===== src/rtl/multiplier_arbiter.sv =====
// multiplier_arbiter: round-robin arbiter that lets two requesters share one
// external multiplier. Each operation goes IDLE -> ISSUE -> WAIT -> DONE.
//
// Optional feature: define MULT_ARB_LATCHK_EN to enable the latency checker.
// The checker sets the sticky lat_err flag when m_done arrives on the wrong
// cycle. It also forces completion with product = 0 when m_done never arrives.
// Without the macro, lat_err is tied low and WAIT waits indefinitely.
//
// Handshake: m_start is a one-cycle strobe issued in ISSUE. The multiplier
// answers with a one-cycle m_done carrying m_product, and m_done is honoured
// only in WAIT. Operands on m_multiplier/m_multiplicand are stable from ISSUE
// through DONE. done0/done1 are one-cycle pulses in DONE, and product is
// valid from then on until the next completion.
module multiplier_arbiter #(
  parameter int WIDTH   = 4,
  parameter int LATENCY = 5
) (
  input  logic               clk,
  input  logic               rst,
  input  logic               req0,
  input  logic               req1,
  input  logic [WIDTH-1:0]   multiplier0,
  input  logic [WIDTH-1:0]   multiplier1,
  input  logic [WIDTH-1:0]   multiplicand0,
  input  logic [WIDTH-1:0]   multiplicand1,
  output logic               done0,
  output logic               done1,
  output logic [2*WIDTH-1:0] product,
  output logic               busy,
  output logic               m_start,
  output logic [WIDTH-1:0]   m_multiplier,
  output logic [WIDTH-1:0]   m_multiplicand,
  input  logic [2*WIDTH-1:0] m_product,
  input  logic               m_done,
  output logic               lat_err,
  output logic [1:0]         state_dbg
);

  // The counter must reach LATENCY+2 and also form counter+1 without wrapping.
  localparam int CW = $clog2(LATENCY + 4);

  typedef enum logic [1:0] {
    IDLE  = 2'd0,
    ISSUE = 2'd1,
    WAIT  = 2'd2,
    DONE  = 2'd3
  } state_t;

  state_t             state_q, state_d;
  logic               grant_q, grant_d;   // requester being served
  logic               last_q, last_d;     // requester served most recently
  logic [WIDTH-1:0]   mult_q, mult_d;
  logic [WIDTH-1:0]   mcand_q, mcand_d;
  logic [CW-1:0]      cnt_q, cnt_d;
  logic [CW-1:0]      cnt_inc;
  logic [2*WIDTH-1:0] prod_q, prod_d;
  logic               m_start_q, m_start_d;
  logic               done0_q, done0_d;
  logic               done1_q, done1_d;
  logic               busy_q, busy_d;
  logic               gnt;
`ifdef MULT_ARB_LATCHK_EN
  logic               lat_err_q, lat_err_d;
`endif

  assign cnt_inc = cnt_q + CW'(1);

  // Next-state and next-output logic for the arbitration/operation sequence.
  always_comb begin
    state_d   = state_q;
    grant_d   = grant_q;
    last_d    = last_q;
    mult_d    = mult_q;
    mcand_d   = mcand_q;
    cnt_d     = cnt_q;
    prod_d    = prod_q;
    m_start_d = 1'b0;
    done0_d   = 1'b0;
    done1_d   = 1'b0;
    gnt       = 1'b0;
`ifdef MULT_ARB_LATCHK_EN
    lat_err_d = lat_err_q;
`endif
    case (state_q)
      IDLE: begin
        if (req0 || req1) begin
          // On a tie the requester not served last wins; otherwise the only requester wins.
          gnt       = (req0 && req1) ? ~last_q : req1;
          grant_d   = gnt;
          last_d    = gnt;
          mult_d    = gnt ? multiplier1   : multiplier0;
          mcand_d   = gnt ? multiplicand1 : multiplicand0;
          m_start_d = 1'b1;
          state_d   = ISSUE;
        end
      end
      ISSUE: begin
        cnt_d   = '0;
        state_d = WAIT;
      end
      WAIT: begin
        cnt_d = cnt_inc;
        if (m_done) begin
          prod_d  = m_product;
          done0_d = ~grant_q;
          done1_d = grant_q;
          state_d = DONE;
`ifdef MULT_ARB_LATCHK_EN
          if (cnt_inc != CW'(LATENCY)) lat_err_d = 1'b1;
`endif
        end
`ifdef MULT_ARB_LATCHK_EN
        else if (cnt_q == CW'(LATENCY + 2)) begin
          // The multiplier never answered: complete anyway with a zero result.
          lat_err_d = 1'b1;
          prod_d    = '0;
          cnt_d     = cnt_q;
          done0_d   = ~grant_q;
          done1_d   = grant_q;
          state_d   = DONE;
        end
`endif
      end
      DONE: begin
        state_d = IDLE;
      end
      default: begin
        state_d = IDLE;
      end
    endcase
    busy_d = (state_d != IDLE);
  end

  // State and registered outputs; reset abandons any operation in flight.
  always_ff @(posedge clk or negedge rst) begin
    if (!rst) begin
      state_q   <= IDLE;
      grant_q   <= 1'b0;
      last_q    <= 1'b1;
      mult_q    <= '0;
      mcand_q   <= '0;
      cnt_q     <= '0;
      prod_q    <= '0;
      m_start_q <= 1'b0;
      done0_q   <= 1'b0;
      done1_q   <= 1'b0;
      busy_q    <= 1'b0;
`ifdef MULT_ARB_LATCHK_EN
      lat_err_q <= 1'b0;
`endif
    end else begin
      state_q   <= state_d;
      grant_q   <= grant_d;
      last_q    <= last_d;
      mult_q    <= mult_d;
      mcand_q   <= mcand_d;
      cnt_q     <= cnt_d;
      prod_q    <= prod_d;
      m_start_q <= m_start_d;
      done0_q   <= done0_d;
      done1_q   <= done1_d;
      busy_q    <= busy_d;
`ifdef MULT_ARB_LATCHK_EN
      lat_err_q <= lat_err_d;
`endif
    end
  end

  assign done0          = done0_q;
  assign done1          = done1_q;
  assign product        = prod_q;
  assign busy           = busy_q;
  assign m_start        = m_start_q;
  assign m_multiplier   = mult_q;
  assign m_multiplicand = mcand_q;
  assign state_dbg      = state_q;
`ifdef MULT_ARB_LATCHK_EN
  assign lat_err        = lat_err_q;
`else
  assign lat_err        = 1'b0;
`endif

endmodule


===== config.mk =====
export PLATFORM = sky130hd
export DESIGN_NAME = multiplier_arbiter
export DESIGN_NICKNAME = d
export VERILOG_FILES = /design/src/rtl/multiplier_arbiter.sv
export SDC_FILE = /design/constraint.sdc
export NUM_CORES = 1
export LEC_CHECK = 0
export ABC_CLOCK_PERIOD_IN_PS = 1300
export CAP_MARGIN = 0
export CORE_ASPECT_RATIO = 2
export CORE_MARGIN = 2
export CORE_UTILIZATION = 36
export DETAILED_ROUTE_END_ITERATION = 7
export GPL_TIMING_DRIVEN = 0
export PLACE_DENSITY = 0.86
export SETUP_SLACK_MARGIN = 0.3
export SLEW_MARGIN = 20
export SYNTH_ARGS = -nofsm -noshare
export SYNTH_HDL_FRONTEND = slang
export SYNTH_SLANG_ARGS = --single-unit

===== constraint.sdc =====
create_clock -name clk -period 1.3 [get_ports clk]
set_input_delay 0.195 -clock clk [delete_from_list [all_inputs] [get_ports clk]]
set_output_delay 0.195 -clock clk [all_outputs]
set_load 0.1 [all_outputs]

# Word level (Yosys, flattened, before mapping)
# Index checks and enable logic that the tools add are counted.
# word_totals
output_inout_bits	23
ff_bits	24
inputBits	29
elab_cells	33
# op_classes
bitwise	2
n_reduce_logical	6
n_mux	12
eq_ne	3
# op_table
cell	count
4-bit 2-to-1 mux	2
2-bit one-hot mux with 4 select lines	1
1-bit 2-to-1 mux	7
2-bit equality test, second input constant	2
2-bit 2-to-1 mux	2
2-bit AND reduction	2
2-bit by 1-bit equality test with 1-bit output, second input constant	1
2-bit logical NOT	1
1-bit inverter	2
2-bit nonzero test	1
1-bit logical AND	1
1-bit logical OR	1

# Depth between registers and ports, before layout
# logic_depth
ltp_word	4
mapped_depth	6
mapped_depth_nobuf	5

# Worst setup path before layout
# No wires, ideal clock.
# synth_timing
path_type	reg2reg
from	reg state_q[0] (netlist: state_dbg[0])
to	reg prod_q[0] (netlist: product[0])
required_time_ns	1.172
setup_ns	0.128
slack_ns	-0.704
synth_period_minus_slack_ns	2.004
arrival_ns	1.876
stages_incl_launch_ff	5
path_buffers	0
path_cell_list	dfrtp_1 inv_1 ha_1 nand2_2 mux2_1
# synth_via
elab_chain_len	2
# synth_lines
element	line	source
from (decl)	49	state_t state_q, state_d;
from (signal assigned)	152	state_q <= state_d;
2-bit equality test	-	
2-bit AND reduction (no line)	-	
to (signal assigned)	158	prod_q <= prod_d;
to (decl)	56	logic [2*WIDTH-1:0] prod_q, prod_d;
# No other way between the ends.
# A chain may end at the register's enable or synchronous reset.

# Worst setup path after layout
# layout_timing
from	reg state_q[0] (netlist: state_dbg[0])
to	reg mcand_q[0] (netlist: m_multiplicand[0])
# layout_via
elab_chain_len	2
# layout_lines
element	line	source
2-bit logical NOT	84	case (state_q)
2-bit AND reduction (no line)	-	
to (signal assigned)	156	mcand_q <= mcand_d;
to (decl)	53	logic [WIDTH-1:0] mcand_q, mcand_d;
# No other way between the ends.

==> flow_summary.toml <==
[routing]
wl_per_cell_um = 15.9
vias = 943
drtIter0Drc = 12
drt_drc_violations_left = 0
drt-vias-per-instance = 5.07
drtPass1Iterations = 4
ant_nets = 0
wl_mm = 2.96

[synth]
syn_nets = 121
yosysTopAreaCellShare_pct = 52.8
synthCells = 89
synthTopCellsByCount = "23 x dfrtp_1, 16 x nand2_1, 10 x nor2_1"
yosys-top-cells-area = "dfrtp_1 53%, mux2_1 8.3%, a31oi_2 8.0%"
syn_area_um2 = 1090
yosys.area.top_type = "dfrtp_1"
ys.warnings.count = 0
syn_avg_cell_area_um2 = 12.2
synth_edf_count = 0
synthFlopType = "dfrtp_1"
synth-seq-area-share_pct = 55.2
async_flop_share_pct = 100
yosysUniqueCellTypes = 24
synth-seq-cells = 24
synth.most_common_cell = "dfrtp_1"

[placed_design]
gp_congestion = 0.715
place_worst_setup_slack_ps = -466
port_buffers = 50
placed_area_um2 = 1720
place_hpwl_mm = 2.04

[worst_setup_path]
slowest_stage = "dfrtp_4"
arrival_ps = 1510
cp-start-kind = "flop"
slowest_delay_ps = 510
cp_cell_sequence = "inv_4 > ha_4 > o21a_1 > buf_6 > buf_12 > a31oi_2"
critPathBufInv = 3
endpoint_kind = "flop"
required_ps = 1450
startpoint = "state_dbg[0]"
critical_path.max_fanout = 10
timing.rr.start = "state_dbg[0]"
critPathTopFamily = "flip-flops"
critical_path_class = "flop to flop"

[cts]
cts-buffers-inserted = 3
cts_tree = "done"
clkSinkCount = 24
insertion_delay_ps = 270
cts.htree.levels = 1
clkTransAtPathRegs_ps = 90
ctsRootBufferMaster = "clkbuf_8"
cts_buffer_depth = 2

[floorplan]
io_pins = 52
rows = 28
die_area_um2 = 3510
die_h_um = 81.8
initial_core_util_pct = 37.5
core_area_um2 = 2910
die_w_um = 42.9

[sta]
grt_setup_unrepaired = "true"
tightest_slew_ps = 597
fin_ws_ps = -55.3
hold_viol_final = 0
period_needed_ps = 1360
max-slew-margin-rel_pct = 60.2
slew_violations = 0
clock.fmax_mhz = 738
finalCritPeriodShare_pct = 104
setup_viol = 15
fin_setup_tns_ps = -391
clock-skew-final_ps = 4.48

[global_routing]
grt_pass1_vias = 980
grt_max_degree = 25
antenna_found_initial = 0
grt-ovfl-total = 0
grt.total_usage_pct = 18.9
grt_first_pass_wirelength_mm = 4.88

[outcome]
violations = "setup timing"
status = "finished, violations left"

[layout]
stdcell_area_um2 = 2140
drive_gt1_share_pct = 55.8
finalNetCount = 189
syn_to_final_growth_pct = 96.2
num_antenna_cells = 0

[min_path]
hold_path_class = "input pin to async pin"

[flow_run]
cap_violations = 0
[sequential cells by signal, indices dropped and copies added, names as in the netlist, 2 cells and up]
register	count
product	8
m_multiplier	4
m_multiplicand	4
state_dbg	2
[cell type report]
| class | count | area [um^2] |
|---|---|---|
| clock inverters | 1 | 30.0 |
| plain buffers | 4 | 46.3 |
| clock buffers | 3 | 41.3 |
| flip-flops and latches | 24 | 626 |
| well taps | 30 | 37.5 |
| repair buffers | 62 | 811 |
| multi-input cells | 59 | 531 |
| fillers | 191 | 769 |
| inverters | 3 | 16.3 |
[layout by cell type, fill, tap and decap left out]
cell type / n
o21ai_1: 2
dfrtp_2: 13
a21oi_1: 1
nand2_2: 1
or2_1: 1
ha_1: 1
ha_4: 2
inv_4: 2
dfstp_2: 1
a31oi_1: 1
inv_1: 1
dfrtp_1: 8
clkbuf_8: 3
o31ai_2: 1
clkdlybuf4s50_1: 27
conb_1: 1
dfrtp_4: 2
nand2_1: 16
clkdlybuf4s15_2: 1
nor2_4: 2
buf_6: 4
a21boi_4: 1
buf_12: 22
o21ai_2: 1
a31oi_2: 7
buf_4: 12
nor2_1: 8
a21bo_1: 1
mux2_4: 8
bufinv_16: 1
a31oi_4: 1
nand2_4: 1
nand2_8: 1
o21a_1: 1
[cell families (layout without fill, tap and decap cells)]
family                   after synthesis  in the layout  synth area share [%]
AO/OA/AOI/OAI                         17             17                  16.8
adder cells (fa/ha/maj)                3              3                  3.44
buffers and inverters                  7             73                  5.28
flip-flops                            24             24                  55.2
multiplexers                           8              8                  8.27
other                                  1              1                 0.344
AND/OR/NAND/NOR                       29             30                  10.7
[routing by layer]
metal	vias to the layer above	GRT usage, %	wire (um)
li1	430	-	-
met1	472	20.1	1010
met2	36	36.1	1760
met3	5	2.64	141
met4	0	7.50	54
met5	-	0	0
[stage by stage]
stage                     utilization (%)  std cells  hold slack (ps)
final                                73.5        186             8.18
after global routing                 73.5        186             51.8
after CTS                            70.9        180             30.1
after detailed placement             59.2        169              422
after global placement               59.2        169              405
after floorplan                         -         89             -101
[path summary, 6_finish.rpt]
check / endpoint / slack (ps) / cells after the start
setup / recovery: m_multiplicand[0] / -60 / 6
hold / removal: product[5] / 8 / 1
setup reg to reg: m_multiplicand[0] / -60 / 6
hold reg to reg: done0 / 470 / 1
max in group asynchronous: state_dbg[0] / 850 / 1
min in group clk: done0 / 470 / 1
[repair_timing]
item / CTS / global route
endpoints found under the setup margin: 69 / 45
resized for setup: 200 / 9
pin swaps: 1 / 1
hold buffers: 0 / 0
cloned: 1 / 0
setup buffers: 6 / 6
Power is left out: the tool's default activity adds up to more than one toggle a clock period on the data nets, which glitch-free logic cannot reach.
